**config.mk**
```make
export PLATFORM = sky130hd
export DESIGN_NAME = alu_op_issuer
export DESIGN_NICKNAME = d
export VERILOG_FILES = /design/src/rtl/alu_op_issuer.sv
export SDC_FILE = /design/constraint.sdc
export NUM_CORES = 1
export LEC_CHECK = 0
export CAP_MARGIN = 20
export CORE_MARGIN = 5
export CORE_UTILIZATION = 54
export CTS_CLUSTER_SIZE = 28
export DETAILED_ROUTE_END_ITERATION = 10
export GPL_ROUTABILITY_DRIVEN = 0
export GPL_TIMING_DRIVEN = 0
export PLACE_DENSITY = 0.8
export SLEW_MARGIN = 20
export SYNTH_ARGS = -nofsm -noshare
export SYNTH_HDL_FRONTEND = slang
export SYNTH_SLANG_ARGS = --single-unit
export TNS_END_PERCENT = 5
```
**constraint.sdc**
```tcl
create_clock -name clk -period 4.2 [get_ports clk]
set_input_delay 0.84 -clock clk [delete_from_list [all_inputs] [get_ports clk]]
set_output_delay 0.84 -clock clk [all_outputs]
set_load 0.005 [all_outputs]
```
**src/rtl/alu_op_issuer.sv**
```systemverilog
// ALU op issuer: decodes RV32 opcode/funct3/funct7 into a 3-bit ALU op, evaluates it,
// and presents results through a 2-entry in-order output buffer with valid/ready on both sides.
module alu_op_issuer #(
    parameter int WIDTH     = 32,
    parameter int BUF_DEPTH = 2
) (
    input  logic             clk,
    input  logic             reset_n,
    input  logic             in_valid,
    output logic             in_ready,
    input  logic [6:0]       opcode,
    input  logic [2:0]       funct3,
    input  logic [6:0]       funct7,
    input  logic [WIDTH-1:0] a,
    input  logic [WIDTH-1:0] b,
    output logic             out_valid,
    input  logic             out_ready,
    output logic [2:0]       alu_op,
    output logic [WIDTH-1:0] result,
    output logic             zero,
    output logic             taken,
    output logic             illegal
);

    typedef struct packed {
        logic [2:0]       op;
        logic [WIDTH-1:0] res;
        logic             zero;
        logic             taken;
        logic             ill;
    } entry_t;

    localparam logic [1:0] FULL_CNT = BUF_DEPTH[1:0];

    logic [2:0]       dec_op_s;
    logic             dec_ill_s;
    logic             is_br_s;
    logic             is_bne_s;
    logic [WIDTH-1:0] b_eff_s;
    logic [WIDTH-1:0] sum_s;
    logic             lt_s;
    logic [WIDTH-1:0] alu_res_s;
    entry_t           new_s;

    entry_t     slot0_q, slot0_d;
    entry_t     slot1_q, slot1_d;
    logic [1:0] count_q, count_d;
    logic       rdy_en_q;
    logic       push_s;
    logic       pop_s;

    // Instruction field decode into ALU op plus branch qualifiers.
    always_comb begin
        dec_op_s  = 3'b010;
        dec_ill_s = 1'b0;
        is_br_s   = 1'b0;
        is_bne_s  = 1'b0;
        case (opcode)
            7'b0110011: begin
                case (funct3)
                    3'b000: begin
                        if (funct7 == 7'b0000000) begin
                            dec_op_s = 3'b010;
                        end else if (funct7 == 7'b0100000) begin
                            dec_op_s = 3'b110;
                        end else begin
                            dec_ill_s = 1'b1;
                        end
                    end
                    3'b111:  if (funct7 == 7'b0000000) dec_op_s = 3'b000; else dec_ill_s = 1'b1;
                    3'b110:  if (funct7 == 7'b0000000) dec_op_s = 3'b001; else dec_ill_s = 1'b1;
                    3'b010:  if (funct7 == 7'b0000000) dec_op_s = 3'b111; else dec_ill_s = 1'b1;
                    default: dec_ill_s = 1'b1;
                endcase
            end
            7'b0010011: begin
                case (funct3)
                    3'b000:  dec_op_s  = 3'b010;
                    3'b111:  dec_op_s  = 3'b000;
                    3'b110:  dec_op_s  = 3'b001;
                    3'b010:  dec_op_s  = 3'b111;
                    default: dec_ill_s = 1'b1;
                endcase
            end
            7'b0000011, 7'b0100011: dec_op_s = 3'b010;
            7'b1100011: begin
                case (funct3)
                    3'b000: begin
                        dec_op_s = 3'b110;
                        is_br_s  = 1'b1;
                    end
                    3'b001: begin
                        dec_op_s = 3'b110;
                        is_br_s  = 1'b1;
                        is_bne_s = 1'b1;
                    end
                    default: dec_ill_s = 1'b1;
                endcase
            end
            default: dec_ill_s = 1'b1;
        endcase
    end

    // Shared adder; signed less-than taken from the operand signs when they differ,
    // otherwise from the difference, which cannot overflow in that case.
    always_comb begin
        b_eff_s = dec_op_s[2] ? ~b : b;
        sum_s   = a + b_eff_s + {{(WIDTH-1){1'b0}}, dec_op_s[2]};
        if (a[WIDTH-1] != b[WIDTH-1]) begin
            lt_s = a[WIDTH-1];
        end else begin
            lt_s = sum_s[WIDTH-1];
        end
        case (dec_op_s[1:0])
            2'b00:   alu_res_s = a & b;
            2'b01:   alu_res_s = a | b;
            2'b10:   alu_res_s = sum_s;
            2'b11:   alu_res_s = {{(WIDTH-1){1'b0}}, lt_s};
            default: alu_res_s = sum_s;
        endcase
    end

    // Assemble the entry to be buffered; illegal encodings carry a fixed neutral payload.
    always_comb begin
        new_s.op = dec_op_s;
        if (dec_ill_s) begin
            new_s.res   = {WIDTH{1'b0}};
            new_s.zero  = 1'b1;
            new_s.taken = 1'b0;
            new_s.ill   = 1'b1;
        end else begin
            new_s.res   = alu_res_s;
            new_s.zero  = (alu_res_s == {WIDTH{1'b0}});
            new_s.taken = is_br_s & (is_bne_s ^ new_s.zero);
            new_s.ill   = 1'b0;
        end
    end

    assign push_s = in_valid & in_ready;
    assign pop_s  = out_ready & (count_q != 2'd0);

    // Buffer update: slot0 is the head; it only shifts when a second entry exists,
    // so a drained head keeps its last data.
    always_comb begin
        slot0_d = slot0_q;
        slot1_d = slot1_q;
        count_d = count_q;
        if (pop_s && (count_q == 2'd2)) begin
            slot0_d = slot1_q;
        end else begin
            slot0_d = slot0_q;
        end
        if (push_s) begin
            if ((count_q == 2'd0) || (pop_s && (count_q == 2'd1))) begin
                slot0_d = new_s;
            end else begin
                slot1_d = new_s;
            end
        end else begin
            slot1_d = slot1_q;
        end
        count_d = count_q + {1'b0, push_s} - {1'b0, pop_s};
    end

    // State registers.
    always_ff @(posedge clk or negedge reset_n) begin
        if (!reset_n) begin
            slot0_q  <= '0;
            slot1_q  <= '0;
            count_q  <= 2'd0;
            rdy_en_q <= 1'b0;
        end else begin
            slot0_q  <= slot0_d;
            slot1_q  <= slot1_d;
            count_q  <= count_d;
            rdy_en_q <= 1'b1;
        end
    end

    assign in_ready  = rdy_en_q & (count_q != FULL_CNT);
    assign out_valid = (count_q != 2'd0);
    assign alu_op    = slot0_q.op;
    assign result    = slot0_q.res;
    assign zero      = slot0_q.zero;
    assign taken     = slot0_q.taken;
    assign illegal   = slot0_q.ill;

endmodule

```
# == Yosys cells after proc, flatten, opt, wreduce, memory -nomap -nowiden ==
# Cells that the tools add are included.
# W data, S select, Z words.
# classes
n_addsub,4
n_eq_ne,17
reduce_logical,14
mux,27
n_bitwise,9
# ops
cell,count
$pmux W32 S4,1
$mux W38,3
$mux W35,1
$add A32 B1 Y32,1
$add A32 B32 Y32,1
$and A32 B32 Y32,1
$logic_not A32 Y1,1
$mux W32,1
$not A32 Y32,1
$or A32 B32 Y32,1
$eq A7 B6 Y1 const B,3
$pmux W3 S3,2
$mux W3,4
$pmux W3 S4,1
$mux W1,10
$eq A7 B2 Y1 const B,1
$eq A7 B5 Y1 const B,1
$eq A7 B7 Y1 const B,1
$logic_not A7 Y1,1
$eq A2 B2 Y1 const B,3
$eq A3 B3 Y1 const B,2
$and A1 B1 Y1,4
$eq A2 B1 Y1 const B,2
$logic_not A2 Y1,2
other kinds (19),22
# totals
regBits,79
elab_cells,83
out_inout_bits,40

# == Logic depth before layout (Yosys ltp) ==
# Gate-level depths: netlist of the first run.
# logic_depth
word_depth,16
depth_mapped,21
mapped_depth_nobuf,19

# == Worst setup path before layout of the first run ==
# No wires, ideal clock.
# synth_timing
path_type,input -> register
from,in opcode[2]
to,reg slot1_q[1] (netlist name)
arrival_time_ns,5.031
path_slack_ns,-0.923
t_required_ns,4.108
stages,20
path_cell_list,and4bb_2 > nand4b_1 > nand2_1 > nor2_2 > clkbuf_1 > xnor2_1 > ha_1 > buf_2 > o211a_1 > o31a_1 > o21bai_1 > o31ai_1 > a221oi_2 > or4_1 > nand3_1 > nor4_1 > nand4b_1 > nor4_2 > xnor2_1 > o31ai_2
# synth_between
elab_chain_len,11
word_cells_on_any_way,23
cone_classes,add/sub (2); eq/ne (8); mux (8); bitwise (2); reduce/logical (3)
# synth_rtl
element,line_no,source
from (decl),11,"input logic [6:0] opcode,"
"$eq A7 B7 Y1, or another cell as far along",58,case (opcode)
$pmux W3 S3,58,
$mux W32,107,b_eff_s = dec_op_s[2] ? ~b : b;
$add A32 B32 Y32,108,"sum_s = a + b_eff_s + {{(WIDTH-1){1'b0}}, dec_op_s[2]};"
$add A32 B1 Y32,108,
$mux W1,109,if (a[WIDTH-1] != b[WIDTH-1]) begin
$pmux W32 S4,114,case (dec_op_s[1:0])
$logic_not A32 Y1,133,new_s.zero = (alu_res_s == {WIDTH{1'b0}});
$xor A1 B1 Y1,134,new_s.taken = is_br_s & (is_bne_s ^ new_s.zero);
$and A1 B1 Y1,134,
$mux W35 (*),126,if (dec_ill_s) begin
to (signal assigned),174,slot1_q <= slot1_d;
to (decl),46,"entry_t slot1_q, slot1_d;"
# Every way passes the cells marked *; elsewhere a longest branch is shown, timed or not.
# A chain may end at the register's enable or synchronous reset.

==> reports/metrics.cfg, run 1 <==
[critical_path]
cp.arrival_ps=5370
crit_required_ps=4440
crit_path_max_fanout=10
critPathKind=input port to register
end_kind=register
worstSetupStartpointType=input port

[status]
failed_checks=negative setup slack
outcome=finished with violations

[die]
initial_core_util=0.5462
core_region_area_um2=13090
die_w_um=125.0
chipHeight_um=125.0
boundaryPins=125
floorplan.die_area_um2=15640
num_rows=42

[final_layout]
layout.nets=1204
num-fill-cells=888
drive_above_1_share=0.2396
area_growth_pct=41.28
sequential_cell_area_um2=1977
diodes=0
multi_input_comb_area_um2=5553
most-common-layout-cells=sky130_fd_sc_hd__nand2_1, sky130_fd_sc_hd__clkdlybuf4s50_1, sky130_fd_sc_hd__dfrtp_1
commonest_non_fill_non_tap_cell_in_the_layout=sky130_fd_sc_hd__nand2_1
layout.cell_area.non_filler_um2=10100

[drt]
post_drt_antenna_nets=0
detail_route.drc_violations=0
routed-via-count=8232
route.detailed.wl_per_inst_um=20.89
avgViaCountPerCell=6.528
drt_wl_total_mm=26.34
detailedRoute.firstIterationViolations=940
drt_pass1_iterations=5

[global_routing]
grt_antenna_before_repair=0
largest_net_degree_at_the_start_of_global_routing=53
overflow=0
groute.usage.overall=0.3091
grt_first_pass_wirelength_mm=39.76
via_count_of_the_first_global_routing_pass=7765

[cts]
clkTransAtPathRegs_ps=60
cts_max_level=3
tritoncts_clock_tree=done
numCtsBuffers=9
cts_hold_repair_buffers=0
cts-root-to-sink-buffers=2
clk-insertion-delay-late_ps=340
clock-sinks=79
clock_tree.root_cell=sky130_fd_sc_hd__clkbuf_16

[timing]
hold_ws_ps=424.8
report.final.setup_viol=50
final.period_utilization=1.222
worst_case_headroom_to_the_max_slew_limit=0.3100
setup_ws_ps=-931.0
worst-slew-pin-transition_ps=1024
clock-skew-final_ps=5.925
maxSlewViolCount=0
fmax_mhz=194.9
final-hold-violation-count=0
period_needed_ps=5131
totalNegativeSetupSlack_ps=-14780
grt_setup_unrepaired=true

[yosys]
synth.yosys.seq_area_share=0.2766
yosysUniqueCellTypes=80
netlist_instances=895
synth_edf_count=0
async_sr_flop_fraction=1.000
synthFlopType=sky130_fd_sc_hd__dfrtp_1
mean_syn_cell_area_um2=7.985
synth_area_um2=7147
yosys_register_bits=79
syn-num-nets=1017
synth_warnings=0

[placed_design]
placed_cell_area_um2=8707
dp.final_hpwl_mm=18.08
numPortBuffers=124

[power]
ir_drop_mv=0.2570
p_per_area_nw_per_um2=306.8
power.static_leakage_nw=4.276

[hold_path]
worstHoldPathType=input port to asynchronous set/reset pin

[job]
drv_cap=0

==> timing repair <==
item	in CTS	in global routing
resized for setup	135	93
pin swaps	40	50
gates cloned	1	0
setup endpoints to repair	61	61
buffers inserted	47	14
==> final cells by class <==
type                       count  share of cell area
buffer                        45             0.02800
clock buffer                  13             0.02577
clock inverter                 1           0.0004957
inverter                      23            0.008550
multi-input combinational    738              0.5499
sequential                    79              0.1958
tap                          176             0.02181
timing repair buffer         186              0.1696
==> cell families after synthesis <==
| logic type | count (synthesis) | synth area share |
|---|---|---|
| AND/OR/NAND/NOR | 308 | 0.2117 |
| AO/OA/AOI/OAI | 277 | 0.2435 |
| flip-flops | 79 | 0.2766 |
| buffers and inverters | 78 | 0.04429 |
| adder cells (fa/ha/maj) | 56 | 0.09261 |
| XOR/XNOR | 55 | 0.06845 |
| multiplexers | 41 | 0.06232 |
| other | 1 | 0.0005247 |
==> final timing paths <==
| path | end | depth (start not counted) | from | slack, ps |
|---|---|---|---|---|
| min reg2reg | slot1_q[18] | 2 | slot1_q[18] | 480 |
| min | result[2] | 1 | reset_n | 420 |
| max in group asynchronous | result[16] | 2 | reset_n | 3200 |
| max reg2reg | alu_op[0] | 7 | count_q[1] | 1480 |
| min in group clk | slot1_q[18] | 2 | slot1_q[18] | 480 |
| max | taken | 22 | opcode[5] | -930 |
==> power breakdown <==
part	internal [mW]	total, mW	leakage [nW]	switching (mW)
sequential	0.879	0.955	1.07	0.0756
combinational	0.683	1.43	3.08	0.742
clock	0.425	0.717	0.132	0.292
total	1.99	3.10	4.28	1.11
==> metrics by stage <==
| step | setup slack [ps] | util | std cells | total power [mW] |
|---|---|---|---|---|
| floorplan | -652.4 | - | 895 | 1.667 |
| global placement | -2061 | 0.6629 | 1195 | 2.139 |
| detailed placement | -2173 | 0.6654 | 1196 | 2.164 |
| CTS | -680.8 | 0.7395 | 1252 | 2.974 |
| global route | -1195 | 0.7717 | 1261 | 3.239 |
| finish | -931.0 | 0.7717 | 1261 | 3.097 |
==> critical path, cell delays in order <==
cell and delay [ps]:
sky130_fd_sc_hd__dlygate4sd2_1 370, sky130_fd_sc_hd__nor3b_2 260, sky130_fd_sc_hd__nand4b_1 220, sky130_fd_sc_hd__nand2_2 170, sky130_fd_sc_hd__nor2_4 80, sky130_fd_sc_hd__clkbuf_16 160
sky130_fd_sc_hd__buf_4 160, sky130_fd_sc_hd__xnor2_1 120, sky130_fd_sc_hd__ha_1 330, sky130_fd_sc_hd__clkbuf_8 180, sky130_fd_sc_hd__a21oi_4 140, sky130_fd_sc_hd__o21ai_1 170
sky130_fd_sc_hd__a21oi_2 210, sky130_fd_sc_hd__a21boi_1 240, sky130_fd_sc_hd__o21ai_2 180, sky130_fd_sc_hd__a21boi_1 190, sky130_fd_sc_hd__xnor2_1 90, sky130_fd_sc_hd__o21ai_2 290
sky130_fd_sc_hd__nand4b_1 230, sky130_fd_sc_hd__nor4_4 340, sky130_fd_sc_hd__xnor2_2 130, sky130_fd_sc_hd__o31ai_1 250
==> layer usage <==
layer / vias to the layer above / GRT usage / part of all wire
met5: - / 0 / 0
met4: 0 / 0.1486 / 0.059
met3: 157 / 0.04776 / 0.097
met2: 625 / 0.5153 / 0.47
met1: 3839 / 0.3937 / 0.38
li1: 3611 / - / -
==> cell usage after synthesis (8+ instances only) <==
library cell               number  area share
sky130_fd_sc_hd__xnor2_1       50       0.061
sky130_fd_sc_hd__o31ai_1       12       0.013
sky130_fd_sc_hd__nand4_1       15       0.013
sky130_fd_sc_hd__nand2_1      134       0.070
sky130_fd_sc_hd__or3_1          9      0.0079
sky130_fd_sc_hd__and2_1         8      0.0070
sky130_fd_sc_hd__nand3_1       17       0.012
sky130_fd_sc_hd__clkbuf_1      42       0.022
sky130_fd_sc_hd__nor2_1        53       0.028
sky130_fd_sc_hd__nor3_1        15       0.011
sky130_fd_sc_hd__o21a_1         9      0.0095
sky130_fd_sc_hd__dfrtp_1       79        0.28
sky130_fd_sc_hd__mux2_2        28       0.044
sky130_fd_sc_hd__nand2b_1       8      0.0070
sky130_fd_sc_hd__mux2i_1       13       0.018
sky130_fd_sc_hd__a21o_1        16       0.017
sky130_fd_sc_hd__ha_1          36       0.063
sky130_fd_sc_hd__a21oi_1       64       0.045
sky130_fd_sc_hd__inv_1         23       0.012
sky130_fd_sc_hd__maj3_1        18       0.025
sky130_fd_sc_hd__o21ai_0       94       0.066
==> registers in the layout (all words and copies together), names as in the netlist <==
signal and flops:
alu_op 3, slot1_q 38, zero 1, count_q 2
taken 1, illegal 1, rdy_en_q 1, result 32
No activity file was read; power rests on OpenSTA's default activity.
==> run 2, diff against run 1 <==
ABC_CLOCK_PERIOD_IN_PS = 5300   (was unset)
HOLD_SLACK_MARGIN = 0.15   (was unset)
clock period = 5.3 ns   (was 4.2 ns; I/O delays follow)
==> run 2 against run 1 <==
  * The flow now finishes without violations
  * Combinational power shrank 24%
  * Final area down 2.3%
  * Die area unchanged
  * Setup slack improved by 970 ps
  * Sequential cell count did not move
  * Critical path type unchanged
  * Wire length is 2.9% lower
  * Count of clock-buffer cells in the layout increased by 2
  * Clock power decreased by 20%
  * Total power is 22% lower
  * Register-to-register slack improved by 1100 ps
==> reports/metrics.cfg, run 2 (synthesized netlist as in run 1, its figures left out) <==
[die]
die_w_um=125.0
chipHeight_um=125.0
num_rows=42
boundaryPins=125
core_region_area_um2=13090
initial_core_util=0.5462
floorplan.die_area_um2=15640

[timing]
report.final.setup_viol=0
fmax_mhz=190.1
final-hold-violation-count=0
maxSlewViolCount=0
hold_ws_ps=477.5
worst_case_headroom_to_the_max_slew_limit=0.4013
period_needed_ps=5261
worst-slew-pin-transition_ps=888.3
clock-skew-final_ps=4.803
final.period_utilization=0.9927
grt_setup_unrepaired=true

[status]
outcome=finished clean

[final_layout]
layout.cell_area.non_filler_um2=9867
area_growth_pct=38.06
most-common-layout-cells=sky130_fd_sc_hd__nand2_1, sky130_fd_sc_hd__clkdlybuf4s50_1, sky130_fd_sc_hd__o21ai_0
commonest_non_fill_non_tap_cell_in_the_layout=sky130_fd_sc_hd__nand2_1
layout.nets=1194
registers.top_by_ff_count=slot1_q
diodes=0
num-fill-cells=934
largest_register_ffs=38
drive_above_1_share=0.1980

[critical_path]
crit_required_ps=5530
end_kind=register
critical-path-slowest-cell=sky130_fd_sc_hd__a221oi_2
cp.arrival_ps=5500
crit_path_max_fanout=7
critical-path-max-stage-delay_ps=400
timing.critical_path.max_delay_family=compound AO/OA/AOI/OAI gates
worstPathBufferInverterCount=4
path_cells=dlygate4sd2_1, nor2_1, o211ai_1, buf_4, nor3_4, nor2_4, buf_6, xnor2_4, buf_4, ha_1, a21oi_2, nand2_1, a31o_2, o211ai_1, a21boi_0, a221oi_2, and3_1, nand4_1, nor4_4, xnor2_2, o31ai_2
worstSetupStartpointType=input port
critPathKind=input port to register

[power]
ir_drop_mv=0.1733
total_power_mw=2.430
power.static_leakage_nw=4.179
p_per_area_nw_per_um2=246.3

[global_routing]
overflow=0
grt_antenna_before_repair=0
groute.usage.overall=0.3023
via_count_of_the_first_global_routing_pass=7658
largest_net_degree_at_the_start_of_global_routing=53
grt_first_pass_wirelength_mm=38.67

[cts]
cts_hold_repair_buffers=0
clock_tree.root_cell=sky130_fd_sc_hd__clkbuf_16
numCtsBuffers=9
cts_max_level=3
cts-root-to-sink-buffers=2
clk-insertion-delay-late_ps=330
clkTransAtPathRegs_ps=60
clock-sinks=79
tritoncts_clock_tree=done

[drt]
detail_route.drc_violations=0
drt_pass1_iterations=5
drt_wl_total_mm=25.56
route.detailed.wl_per_inst_um=20.42
routed-via-count=8083
avgViaCountPerCell=6.456
post_drt_antenna_nets=0
detailedRoute.firstIterationViolations=904

[placed_design]
dp.final_hpwl_mm=18.19
placed_cell_area_um2=8645
numPortBuffers=124

[job]
drv_cap=0

[hold_path]
worstHoldPathType=register to register

## run 2: worst paths after layout
kind | from | to | slack (ps) | cells after the start
setup / recovery | funct7[6] | slot1_q[1] | 40 | 21
hold / removal | slot1_q[22] | slot1_q[22] | 480 | 2
setup reg to reg | count_q[1] | result[5] | 2540 | 7
hold reg to reg | slot1_q[22] | slot1_q[22] | 480 | 2
max in group asynchronous | reset_n | result[26] | 4080 | 2
min in group asynchronous | reset_n | result[2] | 650 | 1
## run 2: through the flow
stage / setup slack [ps] / setup TNS (ps) / cells / util
2_1_floorplan: 107.0 / 0 / 895 / -
3_3_place_gp: -1642 / -34970 / 1195 / 0.6582
3_5_place_dp: -1588 / -36820 / 1196 / 0.6606
4_1_cts: 5.038 / 0 / 1247 / 0.7274
5_1_grt: -134.1 / -456.1 / 1252 / 0.7541
6_report: 38.93 / 0 / 1252 / 0.7541
## run 2: area by class of cell
type | count | area (µm²) | share of cell area
multi-input cells | 738 | 5356 | 0.5429
flip-flops and latches | 79 | 1977 | 0.2004
repair buffers | 178 | 1668 | 0.1690
plain buffers | 43 | 281.5 | 0.02853
clock buffers | 15 | 277.8 | 0.02815
well taps | 176 | 220.2 | 0.02232
inverters | 23 | 86.33 | 0.008750
## run 2: worst register-to-register path: cells and delay by family (launching register included)
family / cells / cell delay, ps
buf+inv: 3 / 1580
flops: 1 / 410
mux: 1 / 310
simple gates: 2 / 210
compound gates: 1 / 100
## run 2: per-layer routing
| layer | vias to the layer above | GRT usage | wire (µm) |
|---|---|---|---|
| met5 | - | 0 | 0 |
| met4 | 0 | 0.1837 | 1779 |
| met3 | 162 | 0.05458 | 2351 |
| met2 | 552 | 0.4951 | 11830 |
| met1 | 3772 | 0.3714 | 9600 |
| li1 | 3597 | - | - |
## run 2: power breakdown
group,total [mW],internal [mW],leakage [nW],switching [mW]
Combinational,1.09,0.521,2.98,0.572
Clock,0.576,0.354,0.136,0.222
Sequential,0.761,0.697,1.07,0.0644
Total,2.43,1.57,4.18,0.859
## run 2: timing repair
item,4_1_cts,5_1_grt
setup buffers,44,9
gates resized for setup,92,78
endpoints found under the hold margin,0,0
pin swaps,36,42
gates cloned,0,0
endpoints found under the setup margin,44,5
==> run 3, diff against run 2 <==
ABC_AREA = 1   (was unset)
ABC_CLOCK_PERIOD_IN_PS = 6400   (was 5300)
clock period = 6.4 ns   (was 5.3 ns; I/O delays follow)
==> run 3 against run 2 <==
  * Final area fell by 7.7%
  * Sequential cell count unchanged
  * Synthesized cell count rose by 25%
  * Final cell count grew 15%
  * Via count rose by 2.4%
  * Area after synthesis increased by 2.2%
  * Core utilization fell by 6.7 points
  * First-iteration DRC count shrank 13%
  * Global-route usage is 1.2 points lower
  * Setup slack gained 500 ps
  * Total power decreased by 14%
  * Combinational power fell by 18%
  * Largest cell class unchanged
==> reports/metrics.cfg, run 3 <==
[drt]
routed-via-count=8277
detailedRoute.firstIterationViolations=786
route.detailed.wl_per_inst_um=16.74
detail_route.drc_violations=0
drt_pass1_iterations=7
post_drt_antenna_nets=0
avgViaCountPerCell=5.756
drt_wl_total_mm=24.07

[timing]
period_needed_ps=5857
final-hold-violation-count=0
worst_case_headroom_to_the_max_slew_limit=0.5888
fmax_mhz=170.7
totalNegativeSetupSlack_ps=0
report.final.setup_viol=0
final.period_utilization=0.9151
worst-slew-pin-transition_ps=614.2
hold_ws_ps=484.9
clock-skew-final_ps=5.798
setup_ws_ps=543.1
grt_setup_unrepaired=false
maxSlewViolCount=0

[yosys]
synth_edf_count=0
synth_most_common_cell=sky130_fd_sc_hd__nand2_1
yosys_register_bits=79
synth_top_area_cell=sky130_fd_sc_hd__dfrtp_1
synth_largest_type_area_fraction=0.2705
async_sr_flop_fraction=1.000
synth_warnings=0
netlist_instances=1121
syn-num-nets=1243
mean_syn_cell_area_um2=6.518
synth.yosys.seq_area_share=0.2705
synth_area_um2=7307
synthTopCellsByArea=sky130_fd_sc_hd__dfrtp_1, sky130_fd_sc_hd__nand2_1, sky130_fd_sc_hd__inv_1
synth.cells.most_frequent=sky130_fd_sc_hd__nand2_1, sky130_fd_sc_hd__inv_1, sky130_fd_sc_hd__nand3_1, sky130_fd_sc_hd__o21ai_0, sky130_fd_sc_hd__nor2_1
yosysUniqueCellTypes=53
synthFlopType=sky130_fd_sc_hd__dfrtp_1

[cts]
cts_hold_repair_buffers=0
clock_tree.root_cell=sky130_fd_sc_hd__clkbuf_16
tritoncts_clock_tree=done
clk-insertion-delay-late_ps=340
cts_max_level=3
cts-root-to-sink-buffers=2
cts_setup_buffers=0
numCtsBuffers=9
clock-sinks=79
clkTransAtPathRegs_ps=60
cts_repair_resize_count=0

[critical_path]
timing.critical_path.max_delay_family=simple AND/OR/NAND/NOR gates
critical-path-slowest-cell=sky130_fd_sc_hd__clkdlybuf4s50_1
crit_top_cell=sky130_fd_sc_hd__nand2_1
crit_required_ps=6650
worstSetupStartpointType=input port
crit_path_max_fanout=10
critical-path-max-stage-delay_ps=500
critPathKind=input port to register
end_kind=register
cp.arrival_ps=6100
worstPathBufferInverterCount=4

[global_routing]
largest_net_degree_at_the_start_of_global_routing=60
via_count_of_the_first_global_routing_pass=7458
grt_first_pass_wirelength_mm=37.65
grt_antenna_before_repair=0
overflow=0
groute.usage.overall=0.2905

[die]
core_region_area_um2=13240
chipHeight_um=126.3
num_rows=42
die_w_um=126.3
initial_core_util=0.5518
boundaryPins=125
floorplan.die_area_um2=15960

[final_layout]
drive_above_1_share=0.06339
most-common-layout-cells=sky130_fd_sc_hd__nand2_1, sky130_fd_sc_hd__inv_1, sky130_fd_sc_hd__clkdlybuf4s50_1
registers.top_by_ff_count=slot1_q
multi_input_comb_area_um2=4592
area_growth_pct=24.61
sequential_cell_area_um2=1977
num-fill-cells=1191
commonest_non_fill_non_tap_cell_in_the_layout=sky130_fd_sc_hd__nand2_1
diodes=0
largest_register_ffs=38
post_route_non_filler_standard_cell_count=1438
layout.nets=1379

[power]
p_per_area_nw_per_um2=229.3
ir_drop_mv=0.1625
total_power_mw=2.087
power.static_leakage_nw=4.484

[placed_design]
pre_cts_worst_setup_slack_ps=45.03
numPortBuffers=124
dp.final_hpwl_mm=19.39
placedCellCount=1422

[hold_path]
worstHoldPathType=register to register

[job]
drv_cap=0

[status]
outcome=finished clean

[run 3: cell count changes in the layout (fill, tap and decap cells not counted), sizes merged, moves of 18 or more]
cell / change
maj3: -19
a21oi: -22
clkbuf: -18
buf: -61
nand3: +96
nand2: +176
xor2: +28
nor2: +46
xnor2: -47
inv: +133
[run 3: tightest hold or removal path: stages (launching register included)]
cell	delay, ps
sky130_fd_sc_hd__dfrtp_1	350
sky130_fd_sc_hd__nand2_1	50
sky130_fd_sc_hd__o21ai_0	50
[run 3: cells by family (layout without fill, tap and decap cells)]
family                   count (synthesis)  count (layout)  share of synthesized area
AO/OA/AOI/OAI                          215             215                     0.1664
AND/OR/NAND/NOR                        556             556                     0.3370
buffers and inverters                  186             327                     0.1010
multiplexers                            11              11                    0.01695
adder cells (fa/ha/maj)                 37              37                    0.06438
XOR/XNOR                                36              36                    0.04315
flip-flops                              79              79                     0.2705
other                                    1               1                  0.0005132
[run 3: final timing paths]
kind                             start          end  slack [ps]  cells past startpoint
hold / removal             slot1_q[16]  slot1_q[16]         480                      2
hold reg to reg            slot1_q[16]  slot1_q[16]         480                      2
setup / recovery             opcode[1]        taken         540                     31
max in group asynchronous      reset_n  slot1_q[25]        5010                      2
min in group asynchronous      reset_n   slot1_q[9]         830                      1
setup reg to reg            count_q[1]      illegal        3930                      8
[run 3: final cells by class]
| type | instances | area share |
|---|---|---|
| Buffer | 29 | 0.01663 |
| Clock buffer | 10 | 0.02625 |
| Clock inverter | 6 | 0.007558 |
| Inverter | 157 | 0.06486 |
| Multi-Input combinational cell | 856 | 0.5043 |
| Sequential cell | 79 | 0.2171 |
| Tap cell | 176 | 0.02419 |
| Timing Repair Buffer | 125 | 0.1391 |
[run 3: metal layers]
metal,vias to the layer above,global-route usage,part of all wire
met2,459,0.4948,0.48
met1,3797,0.3844,0.40
met4,0,0.08833,0.031
li1,3958,-,-
met3,63,0.04161,0.092
met5,-,0,0
[run 3: power breakdown]
group	leakage, nW	switching (mW)	internal (mW)
clock network	0.149	0.206	0.315
logic	3.27	0.497	0.397
registers	1.06	0.0640	0.609
total	4.48	0.767	1.32
[run 3: stage by stage]
step	area [µm²]	util
6_report	9105	0.6875
5_1_grt	9105	0.6875
4_1_cts	9101	0.6873
3_5_place_dp	8793	0.6640
3_3_place_gp	8768	0.6621
2_1_floorplan	7307	-
